`config.mk`:
```
export PLATFORM = sky130hd
export DESIGN_NAME = ppu_chr_arb
export DESIGN_NICKNAME = d
export VERILOG_FILES = /design/src/rtl/ppu_chr_arb.sv
export SDC_FILE = /design/constraint.sdc
export NUM_CORES = 1
export LEC_CHECK = 0
export ABC_AREA = 1
export ABC_CLOCK_PERIOD_IN_PS = 2800
export CAP_MARGIN = 20
export CORE_MARGIN = 2
export CORE_UTILIZATION = 30
export CTS_CLUSTER_DIAMETER = 40
export DETAILED_ROUTE_END_ITERATION = 7
export GPL_ROUTABILITY_DRIVEN = 0
export MAX_ROUTING_LAYER = met4
export PLACE_DENSITY = 0.52
export SETUP_SLACK_MARGIN = 0.02
export SYNTH_ARGS = -nofsm -noshare
export SYNTH_HDL_FRONTEND = slang
export SYNTH_SLANG_ARGS = --single-unit
export TNS_END_PERCENT = 1
```
`constraint.sdc`:
```
create_clock -name i_ppu_clk -period 2.8 [get_ports i_ppu_clk]
set_clock_uncertainty 0.15 [all_clocks]
set_input_delay 0.56 -clock i_ppu_clk [delete_from_list [all_inputs] [get_ports i_ppu_clk]]
set_output_delay 0.56 -clock i_ppu_clk [all_outputs]
set_load 0.01 [all_outputs]
```
`src/rtl/ppu_chr_arb.sv`:
```
// CHR SRAM arbiter: PPU pattern fetches vs. FIFO-buffered CPU $2007 accesses with bounded cfg wait.
// Define PPU_CHR_ARB_STAT_EN to build the o_stall_cnt pre-emption counter (tied to zero otherwise).
module ppu_chr_arb #(
  parameter int BADDR_W    = 13,
  parameter int FIFO_DEPTH = 4,
  parameter int MAX_WAIT   = 8
) (
  input  logic                           i_ppu_clk,
  input  logic                           i_ppu_rst,
  input  logic                           i_cfg_valid,
  output logic                           o_cfg_ready,
  input  logic                           i_cfg_we,
  input  logic [BADDR_W-1:0]             i_cfg_addr,
  input  logic [7:0]                     i_cfg_wdata,
  output logic                           o_cfg_rvalid,
  output logic [7:0]                     o_cfg_rdata,
  output logic [$clog2(FIFO_DEPTH):0]    o_fifo_level,
  input  logic                           i_pt_req,
  input  logic [BADDR_W-2:0]             i_pt_addr,
  output logic                           o_pt_rvalid,
  output logic [15:0]                    o_pt_rdata,
  output logic                           o_pt_stall,
  output logic [15:0]                    o_stall_cnt,
  output logic [BADDR_W-2:0]             o_sram_addr,
  output logic [15:0]                    o_sram_wdata,
  input  logic [15:0]                    i_sram_rdata,
  output logic                           o_sram_we_n,
  output logic                           o_sram_oe_n,
  output logic                           o_sram_ub_n,
  output logic                           o_sram_lb_n
);
  localparam int PTR_W   = $clog2(FIFO_DEPTH);
  localparam int LVL_W   = PTR_W + 1;
  localparam int WADDR_W = BADDR_W - 1;
  localparam int ENT_W   = 1 + BADDR_W + 8;
  localparam logic [LVL_W-1:0] DEPTH_L    = LVL_W'(FIFO_DEPTH);
  localparam logic [7:0]       MAX_WAIT_L = 8'(MAX_WAIT);

  typedef enum logic [1:0] {GNT_IDLE, GNT_PPU, GNT_CFG} gnt_e;

  logic [ENT_W-1:0]   fifo_q [FIFO_DEPTH];
  logic [ENT_W-1:0]   fifo_d [FIFO_DEPTH];
  logic [PTR_W-1:0]   wr_ptr_q, wr_ptr_d, rd_ptr_q, rd_ptr_d;
  logic [LVL_W-1:0]   level_q, level_d;
  logic [7:0]         wait_q, wait_d;
  logic [WADDR_W-1:0] sram_addr_q, sram_addr_d;
  logic [15:0]        sram_wdata_q, sram_wdata_d;
  logic               sram_we_n_q, sram_we_n_d, sram_oe_n_q, sram_oe_n_d;
  logic               sram_ub_n_q, sram_ub_n_d, sram_lb_n_q, sram_lb_n_d;
  logic               rd1_ppu_q, rd1_ppu_d, rd1_cfg_q, rd1_cfg_d, rd1_upper_q, rd1_upper_d;
  logic               pt_rvalid_q, pt_rvalid_d, cfg_rvalid_q, cfg_rvalid_d;
  logic [15:0]        pt_rdata_q, pt_rdata_d;
  logic [7:0]         cfg_rdata_q, cfg_rdata_d;

  gnt_e               gnt;
  logic               fifo_nempty, push, pop;
  logic               head_we;
  logic [BADDR_W-1:0] head_addr;
  logic [7:0]         head_wdata;

  // cfg handshake: an entry is taken on any cycle with i_cfg_valid & o_cfg_ready; ready only
  // reflects the registered level, so a same-cycle pop never lets an extra push through.
  assign fifo_nempty = (level_q != '0);
  assign o_cfg_ready = !i_ppu_rst && (level_q < DEPTH_L);
  assign push        = i_cfg_valid && o_cfg_ready;
  assign pop         = (gnt == GNT_CFG);
  assign {head_we, head_addr, head_wdata} = fifo_q[rd_ptr_q];

  always_comb begin
    gnt = GNT_IDLE;
    if (!i_ppu_rst) begin
      if (fifo_nempty && (!i_pt_req || wait_q == MAX_WAIT_L)) gnt = GNT_CFG;
      else if (i_pt_req)                                      gnt = GNT_PPU;
    end
  end

  always_comb begin
    fifo_d   = fifo_q;
    wr_ptr_d = wr_ptr_q;
    rd_ptr_d = rd_ptr_q;
    level_d  = level_q;
    if (push) begin
      fifo_d[wr_ptr_q] = {i_cfg_we, i_cfg_addr, i_cfg_wdata};
      wr_ptr_d         = wr_ptr_q + PTR_W'(1);
    end
    if (pop) rd_ptr_d = rd_ptr_q + PTR_W'(1);
    unique case ({push, pop})
      2'b10:   level_d = level_q + LVL_W'(1);
      2'b01:   level_d = level_q - LVL_W'(1);
      default: level_d = level_q;
    endcase
  end

  // Refusal counter: only counts while something is waiting, and pins at MAX_WAIT to force a slot.
  always_comb begin
    wait_d = wait_q;
    if (!fifo_nempty || pop)     wait_d = 8'd0;
    else if (wait_q < MAX_WAIT_L) wait_d = wait_q + 8'd1;
  end

  always_comb begin
    sram_addr_d  = '0;
    sram_wdata_d = 16'h0000;
    sram_we_n_d  = 1'b1;
    sram_oe_n_d  = 1'b0;
    sram_ub_n_d  = 1'b0;
    sram_lb_n_d  = 1'b0;
    unique case (gnt)
      GNT_PPU: sram_addr_d = i_pt_addr;
      GNT_CFG: begin
        sram_addr_d  = {head_addr[BADDR_W-1:4], head_addr[2:0]};
        sram_wdata_d = {head_wdata, head_wdata};
        sram_we_n_d  = !head_we;
        sram_oe_n_d  = head_we;
        sram_ub_n_d  = !head_addr[3];
        sram_lb_n_d  = head_addr[3];
      end
      default: ;
    endcase
  end

  always_comb begin
    rd1_ppu_d    = (gnt == GNT_PPU);
    rd1_cfg_d    = (gnt == GNT_CFG) && !head_we;
    rd1_upper_d  = head_addr[3];
    pt_rvalid_d  = rd1_ppu_q;
    pt_rdata_d   = rd1_ppu_q ? i_sram_rdata : pt_rdata_q;
    cfg_rvalid_d = rd1_cfg_q;
    cfg_rdata_d  = cfg_rdata_q;
    if (rd1_cfg_q) cfg_rdata_d = rd1_upper_q ? i_sram_rdata[15:8] : i_sram_rdata[7:0];
  end

  always_ff @(posedge i_ppu_clk) begin
    fifo_q <= fifo_d;
  end

  always_ff @(posedge i_ppu_clk) begin
    if (i_ppu_rst) begin
      wr_ptr_q     <= '0;
      rd_ptr_q     <= '0;
      level_q      <= '0;
      wait_q       <= 8'd0;
      sram_addr_q  <= '0;
      sram_wdata_q <= 16'h0000;
      sram_we_n_q  <= 1'b1;
      sram_oe_n_q  <= 1'b1;
      sram_ub_n_q  <= 1'b1;
      sram_lb_n_q  <= 1'b1;
      rd1_ppu_q    <= 1'b0;
      rd1_cfg_q    <= 1'b0;
      rd1_upper_q  <= 1'b0;
      pt_rvalid_q  <= 1'b0;
      pt_rdata_q   <= 16'h0000;
      cfg_rvalid_q <= 1'b0;
      cfg_rdata_q  <= 8'h00;
    end else begin
      wr_ptr_q     <= wr_ptr_d;
      rd_ptr_q     <= rd_ptr_d;
      level_q      <= level_d;
      wait_q       <= wait_d;
      sram_addr_q  <= sram_addr_d;
      sram_wdata_q <= sram_wdata_d;
      sram_we_n_q  <= sram_we_n_d;
      sram_oe_n_q  <= sram_oe_n_d;
      sram_ub_n_q  <= sram_ub_n_d;
      sram_lb_n_q  <= sram_lb_n_d;
      rd1_ppu_q    <= rd1_ppu_d;
      rd1_cfg_q    <= rd1_cfg_d;
      rd1_upper_q  <= rd1_upper_d;
      pt_rvalid_q  <= pt_rvalid_d;
      pt_rdata_q   <= pt_rdata_d;
      cfg_rvalid_q <= cfg_rvalid_d;
      cfg_rdata_q  <= cfg_rdata_d;
    end
  end

  // Valid pulses are masked during reset so in-flight reads never surface.
  assign o_pt_stall   = pop && i_pt_req;
  assign o_pt_rvalid  = pt_rvalid_q && !i_ppu_rst;
  assign o_pt_rdata   = pt_rdata_q;
  assign o_cfg_rvalid = cfg_rvalid_q && !i_ppu_rst;
  assign o_cfg_rdata  = cfg_rdata_q;
  assign o_fifo_level = level_q;
  assign o_sram_addr  = sram_addr_q;
  assign o_sram_wdata = sram_wdata_q;
  assign o_sram_we_n  = sram_we_n_q;
  assign o_sram_oe_n  = sram_oe_n_q;
  assign o_sram_ub_n  = sram_ub_n_q;
  assign o_sram_lb_n  = sram_lb_n_q;

`ifdef PPU_CHR_ARB_STAT_EN
  logic [15:0] stall_cnt_q, stall_cnt_d;

  always_comb begin
    stall_cnt_d = stall_cnt_q;
    if (o_pt_stall && stall_cnt_q != 16'hFFFF) stall_cnt_d = stall_cnt_q + 16'd1;
  end

  always_ff @(posedge i_ppu_clk) begin
    if (i_ppu_rst) stall_cnt_q <= 16'h0000;
    else           stall_cnt_q <= stall_cnt_d;
  end

  assign o_stall_cnt = stall_cnt_q;
`else
  assign o_stall_cnt = 16'h0000;
`endif

endmodule

```
== Word-level counts from Yosys, hierarchy flattened ==
Cells that the tools add are included.

* Add/sub/neg operators: 5
* Magnitude comparators: 5
* Equal/unequal tests: 5
* Muxes and demuxes: 15
* Bitwise operators: 3
* Reductions and logical operators: 19

{| class="wikitable"
|+ Operator list
! kind !! count
|-
| 88-bit bitwise mux || 1
|-
| 22-bit 2-to-1 mux || 3
|-
| 22-bit binary-select mux with 2-bit select || 1
|-
| 22-bit demux with 2-bit select || 1
|-
| 12-bit case mux with 2 select lines || 1
|-
| 8-bit by 1-bit adder with 8-bit output, second input constant || 1
|-
| 8-bit by 4-bit equality test with 1-bit output, second input constant || 1
|-
| 1-bit logical AND || 8
|-
| 8-bit by 4-bit less-than comparator with 1-bit output, second input constant || 1
|-
| 8-bit 2-to-1 mux || 1
|-
| 3-bit greater-or-equal comparator, second input constant || 2
|-
| 2-bit inverter with 3-bit output || 2
|-
| 3-bit case mux with 2 select lines || 1
|-
| 1-bit logical NOT || 5
|-
| 2-bit by 1-bit adder with 2-bit output, second input constant || 2
|-
| 2-bit by 1-bit equality test with 1-bit output, second input constant || 2
|-
| 2-bit equality test, second input constant || 2
|-
| 1-bit 2-to-1 mux || 4
|-
| 2-bit 2-to-1 mux || 2
|-
| 2-bit OR reduction || 2
|-
| 3-bit by 1-bit adder with 3-bit output, second input constant || 1
|-
| 3-bit by 1-bit less-than comparator with 1-bit output, second input constant || 1
|-
| 3-bit less-than comparator, second input constant || 1
|-
| 3-bit nonzero test || 1
|-
| other kinds (4) || 5
|}

* Register bits: 164
* Output and inout port bits: 79
* Word-level logic and storage cells: 73

== Longest topological paths before layout ==
* Depth after elaboration: 8
* Depth in mapped cells: 15
* Gate-level depth less buffers: 15

== Least setup slack after synthesis ==
Ideal clock, no wire load.

* Kind: input to register
* Start point: input i_ppu_rst
* End point: register fifo_q[0] (netlist name) (enable)
* Setup time: 0.401 ns
* Arrival time: 2.033 ns
* Required time: 2.249 ns
* Setup slack: 0.216 ns
* Cell stages on the path: 4
* Buffers on the path: 1
* Path through: buf_6 nor2_1 nand2_2 nor2_1

* Word-level cells in the longest chain between the ends: 3

{| class="wikitable"
|+ Ends and longest elaborated chain
! item !! line !! text
|-
| start, declared || 9 || <nowiki>input logic i_ppu_rst,</nowiki>
|-
| 1-bit logical NOT || 64 || <nowiki>assign o_cfg_ready = !i_ppu_rst && (level_q < DEPTH_L);</nowiki>
|-
| 1-bit logical AND || 64 ||
|-
| net o_cfg_ready || 11 || <nowiki>output logic o_cfg_ready,</nowiki>
|-
| 1-bit logical AND || 65 || <nowiki>assign push = i_cfg_valid && o_cfg_ready;</nowiki>
|-
| end signal, assigned || 134 || <nowiki>fifo_q <= fifo_d;</nowiki>
|-
| end, declared || 41 || <nowiki>logic [ENT_W-1:0] fifo_q [FIFO_DEPTH];</nowiki>
|}

The timed path passes the listed nets, and every way through them passes these cells.
A chain may end at the register's enable or synchronous reset.

== Final worst setup path ==
* Start point: input i_ppu_rst
* End point: output o_cfg_ready

* Word-level cells in the longest chain between the ends: 2

{| class="wikitable"
|+ Ends and longest elaborated chain
! item !! line
|-
| 1-bit logical NOT || 64
|-
| 1-bit logical AND || 64
|-
| end, declared || 11
|}

No other way between the ends.

==> impl_metrics.prom <==
# TYPE chip_impl_metric gauge
chip_impl_metric{name="fin_util",unit=""} 0.408
chip_impl_metric{name="clk-insertion-delay-late",unit="ns"} 0.43
chip_impl_metric{name="cts.path.max_buffers",unit=""} 2
chip_impl_metric{name="cts.sinks",unit=""} 156
chip_impl_metric{name="rrSetupSlack",unit="ns"} 0.34
chip_impl_metric{name="syn_inst",unit=""} 635
chip_impl_info{name="rr_endpoint",value="o_fifo_level[2]$_SDFFE_PP0P_"} 1
chip_impl_metric{name="io_buffers",unit=""} 116
chip_impl_metric{name="antenna_found_initial",unit=""} 1
chip_impl_metric{name="initial_utilization",unit=""} 0.308
chip_impl_metric{name="slew_headroom",unit=""} 0.589
chip_impl_metric{name="num_vias",unit=""} 4305
chip_impl_info{name="cts-root-buf",value="sky130_fd_sc_hd__clkbuf_16"} 1
chip_impl_info{name="timing.critical_path.from_type",value="primary input"} 1
chip_impl_metric{name="first_iter_violations",unit=""} 231
chip_impl_info{name="path_class",value="in2out"} 1
chip_impl_metric{name="report.final.slew_viol_count",unit=""} 0
chip_impl_metric{name="total_leakage_power",unit="nW"} 3.29
chip_impl_metric{name="fraction_of_layout_cells_with_a_size_suffix_above_1",unit=""} 0.0987
chip_impl_metric{name="worstHoldPathCells",unit=""} 2
chip_impl_metric{name="syn_warnings",unit=""} 0
chip_impl_metric{name="mean_area_per_synthesized_cell",unit="sq um"} 9.87
chip_impl_info{name="synth_commonest_cells",value="sky130_fd_sc_hd__nand2_1, sky130_fd_sc_hd__edfxtp_1, sky130_fd_sc_hd__nor2_1"} 1
chip_impl_metric{name="fmaxAchievable",unit="MHz"} 378
chip_impl_metric{name="global_route_wire_length_before_repair",unit="mm"} 22.9
chip_impl_metric{name="cp_max_fo",unit=""} 9
chip_impl_metric{name="synth-seq-cells",unit=""} 156
chip_impl_metric{name="flow.area_growth_from_synthesis",unit="%"} 32.4
chip_impl_metric{name="post_drt_wl_per_cell",unit="um"} 13.9
chip_impl_metric{name="placed_cell_count",unit=""} 1008
chip_impl_metric{name="final_net_count",unit=""} 821
chip_impl_info{name="synth.largest_area_cell",value="sky130_fd_sc_hd__edfxtp_1"} 1
chip_impl_metric{name="cts_made_buffers",unit=""} 17
chip_impl_metric{name="fin_crit_sh",unit=""} 0.945
chip_impl_metric{name="synthArstFlopShare",unit=""} 0
chip_impl_metric{name="grt_use_total",unit=""} 0.141
chip_impl_info{name="yosys.cell_count.top_type",value="sky130_fd_sc_hd__nand2_1"} 1
chip_impl_info{name="yosys-top-cells-area",value="sky130_fd_sc_hd__edfxtp_1, sky130_fd_sc_hd__dfxtp_1, sky130_fd_sc_hd__nand2_1"} 1
chip_impl_metric{name="reg2regPathDepth",unit=""} 16
chip_impl_info{name="critical-path-top-cell-by-count",value="sky130_fd_sc_hd__clkdlybuf4s50_1"} 1
chip_impl_metric{name="clk_pin_slew",unit="ns"} 0.06
chip_impl_info{name="setup.worst_path.end_class",value="output port"} 1
chip_impl_metric{name="dieArea",unit="sq um"} 22100
chip_impl_metric{name="floorplan.die.width",unit="um"} 149
chip_impl_metric{name="final-setup-viol-count",unit=""} 0
chip_impl_metric{name="dr.pass1.iters",unit=""} 4
chip_impl_metric{name="powerDensity",unit="nW/um^2"} 644
chip_impl_metric{name="synth_edf_count",unit=""} 88
chip_impl_metric{name="synth_top_cell_area_share",unit=""} 0.421
chip_impl_metric{name="max-cap-violations",unit=""} 0
chip_impl_metric{name="route.detailed.drc",unit=""} 0
chip_impl_metric{name="postCtsSetupBuffers",unit=""} 0
chip_impl_metric{name="globalRoute.totalOverflow",unit=""} 0
chip_impl_metric{name="largest_net_degree_at_the_start_of_global_routing",unit=""} 46
chip_impl_info{name="path_cells",value="clkdlybuf4s50_1 -> buf_4 -> nor2_1 -> clkdlybuf4s50_1"} 1
chip_impl_info{name="dominantRegCellSynth",value="sky130_fd_sc_hd__edfxtp_1"} 1
chip_impl_metric{name="cp_data_required_time",unit="ns"} 2.09
chip_impl_metric{name="worst_path_largest_cell_delay",unit="ns"} 0.58
chip_impl_metric{name="dp.final_hpwl",unit="mm"} 9.13
chip_impl_metric{name="ir_worst_vdd",unit="uV"} 399
chip_impl_metric{name="cp.arrival",unit="ns"} 1.94
chip_impl_metric{name="placeableCoreArea",unit="sq um"} 20400
chip_impl_info{name="rsz0062_at_grt",value="false"} 1
chip_impl_metric{name="post_layout_nonfiller_instances",unit=""} 1041
chip_impl_metric{name="final-hold-violation-count",unit=""} 0
chip_impl_metric{name="num_rows",unit=""} 52
chip_impl_info{name="worst_r2r_startpoint",value="wait_q[0]$_SDFFE_PP0N_"} 1
chip_impl_metric{name="height_of_the_die",unit="um"} 149
chip_impl_metric{name="wirelength",unit="mm"} 14.5
chip_impl_metric{name="design.portCount",unit=""} 133
chip_impl_metric{name="h-tree-depth",unit=""} 4
chip_impl_metric{name="hold-worst-slack",unit="ns"} 0.278
chip_impl_metric{name="first_global_vias",unit=""} 4282
chip_impl_info{name="worstHoldStart",value="wait_q[7]$_SDFFE_PP0N_"} 1
chip_impl_info{name="outcome",value="complete, no violations"} 1
chip_impl_metric{name="netlist_area",unit="sq um"} 6270
chip_impl_metric{name="synth-seq-area-share",unit=""} 0.639
chip_impl_metric{name="n_fill_cell",unit=""} 2013
chip_impl_metric{name="worst-slew-pin-transition",unit="ns"} 0.616
chip_impl_info{name="hold_path.class",value="reg2reg"} 1
chip_impl_info{name="cts_tree",value="yes"} 1
chip_impl_metric{name="netlist-cell-type-count",unit=""} 26
chip_impl_info{name="worstHoldEndpoint",value="wait_q[7]$_SDFFE_PP0N_"} 1
chip_impl_metric{name="avgViaCountPerCell",unit=""} 4.14
chip_impl_metric{name="drt.antenna.violating_nets",unit=""} 0
chip_impl_metric{name="final_period_minus_worst_setup_slack",unit="ns"} 2.65
chip_impl_info{name="slowest_stage",value="sky130_fd_sc_hd__clkdlybuf4s50_1"} 1
## final cells by class
| class | count | area [sq um] | area share |
|---|---|---|---|
| inverter | 83 | 315 | 0.0380 |
| clock inverter | 15 | 180 | 0.0217 |
| clock buffer | 17 | 425 | 0.0513 |
| tap | 270 | 338 | 0.0407 |
| antenna | 1 | 2.50 | 0.000301 |
| sequential | 156 | 4010 | 0.483 |
| multi-input combinational | 364 | 1700 | 0.205 |
| timing repair buffer | 135 | 1340 | 0.161 |
## layer usage
| layer | global-route usage | share of wire | vias to the layer above |
|---|---|---|---|
| li1 | - | - | 2255 |
| met2 | 0.236 | 0.49 | 87 |
| met1 | 0.168 | 0.45 | 1950 |
| met4 | 0.0481 | 0.016 | 0 |
| met3 | 0.0331 | 0.037 | 13 |
| met5 | - | 0 | - |
## layout by cell type, fill, tap and decap left out, types with 3 or more instances in the layout
cell                              instances
sky130_fd_sc_hd__nand2_1                119
sky130_fd_sc_hd__clkdlybuf4s50_1        115
sky130_fd_sc_hd__edfxtp_1                88
sky130_fd_sc_hd__nor2_1                  80
sky130_fd_sc_hd__inv_1                   76
sky130_fd_sc_hd__dfxtp_1                 67
sky130_fd_sc_hd__a21oi_1                 38
sky130_fd_sc_hd__o21ai_0                 36
sky130_fd_sc_hd__nand3_1                 32
sky130_fd_sc_hd__clkbuf_16               17
sky130_fd_sc_hd__conb_1                  16
sky130_fd_sc_hd__buf_4                   16
sky130_fd_sc_hd__a21oi_2                 11
sky130_fd_sc_hd__o21ai_1                 11
sky130_fd_sc_hd__ha_1                     9
sky130_fd_sc_hd__inv_6                    7
sky130_fd_sc_hd__nor2_2                   4
sky130_fd_sc_hd__inv_2                    3
sky130_fd_sc_hd__clkinv_4                 3
sky130_fd_sc_hd__buf_12                   3
## stage by stage
step,instance area (sq um),power (mW),setup WS [ns],TNS (ns)
CTS,8300,5.42,0.0428,0
floorplan,6330,2.83,0.216,0
finish,8300,5.35,0.153,0
global placement,7690,3.05,-0.0989,-0.121
global route,8300,5.57,0.0419,0
detailed placement,7690,3.05,-0.139,-0.232
## state kept, by name, indices dropped and copies added, names as in the netlist, 2 cells and up
register      flops
o_pt_rdata       16
rd_ptr_q          2
o_fifo_level      3
o_sram_wdata      8
wait_q            8
wr_ptr_q          2
fifo_q           88
o_cfg_rdata       8
o_sram_addr      12
## kinds of logic after synthesis
logic type / after synthesis / synth area share
AO/OA/AOI/OAI: 97 / 0.0840
XOR/XNOR: 1 / 0.00140
adder cells (fa/ha/maj): 10 / 0.0212
buffers and inverters: 130 / 0.103
flip-flops: 156 / 0.639
other: 1 / 0.000598
AND/OR/NAND/NOR: 240 / 0.152
## critical path: cells and delay by family
family | cells | cell delay, ns
simple gates | 1 | 0.15
buf+inv | 3 | 1.22
## report_power, final
part | internal (mW) | switching [mW]
clock network | 1.35 | 1.00
registers | 2.49 | 0.0305
logic | 0.211 | 0.267
## repair_timing
item / in CTS / in global routing
gates resized for setup: 3 / 5
pin swaps: 1 / 1
endpoints found under the hold margin: 0 / 0
hold buffers: 0 / 0
setup endpoints to repair: 1 / 2
## how the worst max path moves through the flow
| stage | start | to | slack [ns] | cells past startpoint |
|---|---|---|---|---|
| global placement | i_pt_req | o_pt_stall | -0.1 | 8 |
| detailed placement | i_pt_req | o_pt_stall | -0.14 | 8 |
| CTS | wait_q[0]$_SDFFE_PP0N_ | o_pt_stall | 0.04 | 10 |
| finish | i_ppu_rst | o_cfg_ready | 0.15 | 4 |
| floorplan | i_ppu_rst | fifo_q[0]$_DFFE_PP_ | 0.22 | 4 |
| global route | wait_q[1]$_SDFFE_PP0N_ | o_fifo_level[2]$_SDFFE_PP0P_ | 0.04 | 16 |
No activity file was read; power rests on OpenSTA's default activity.
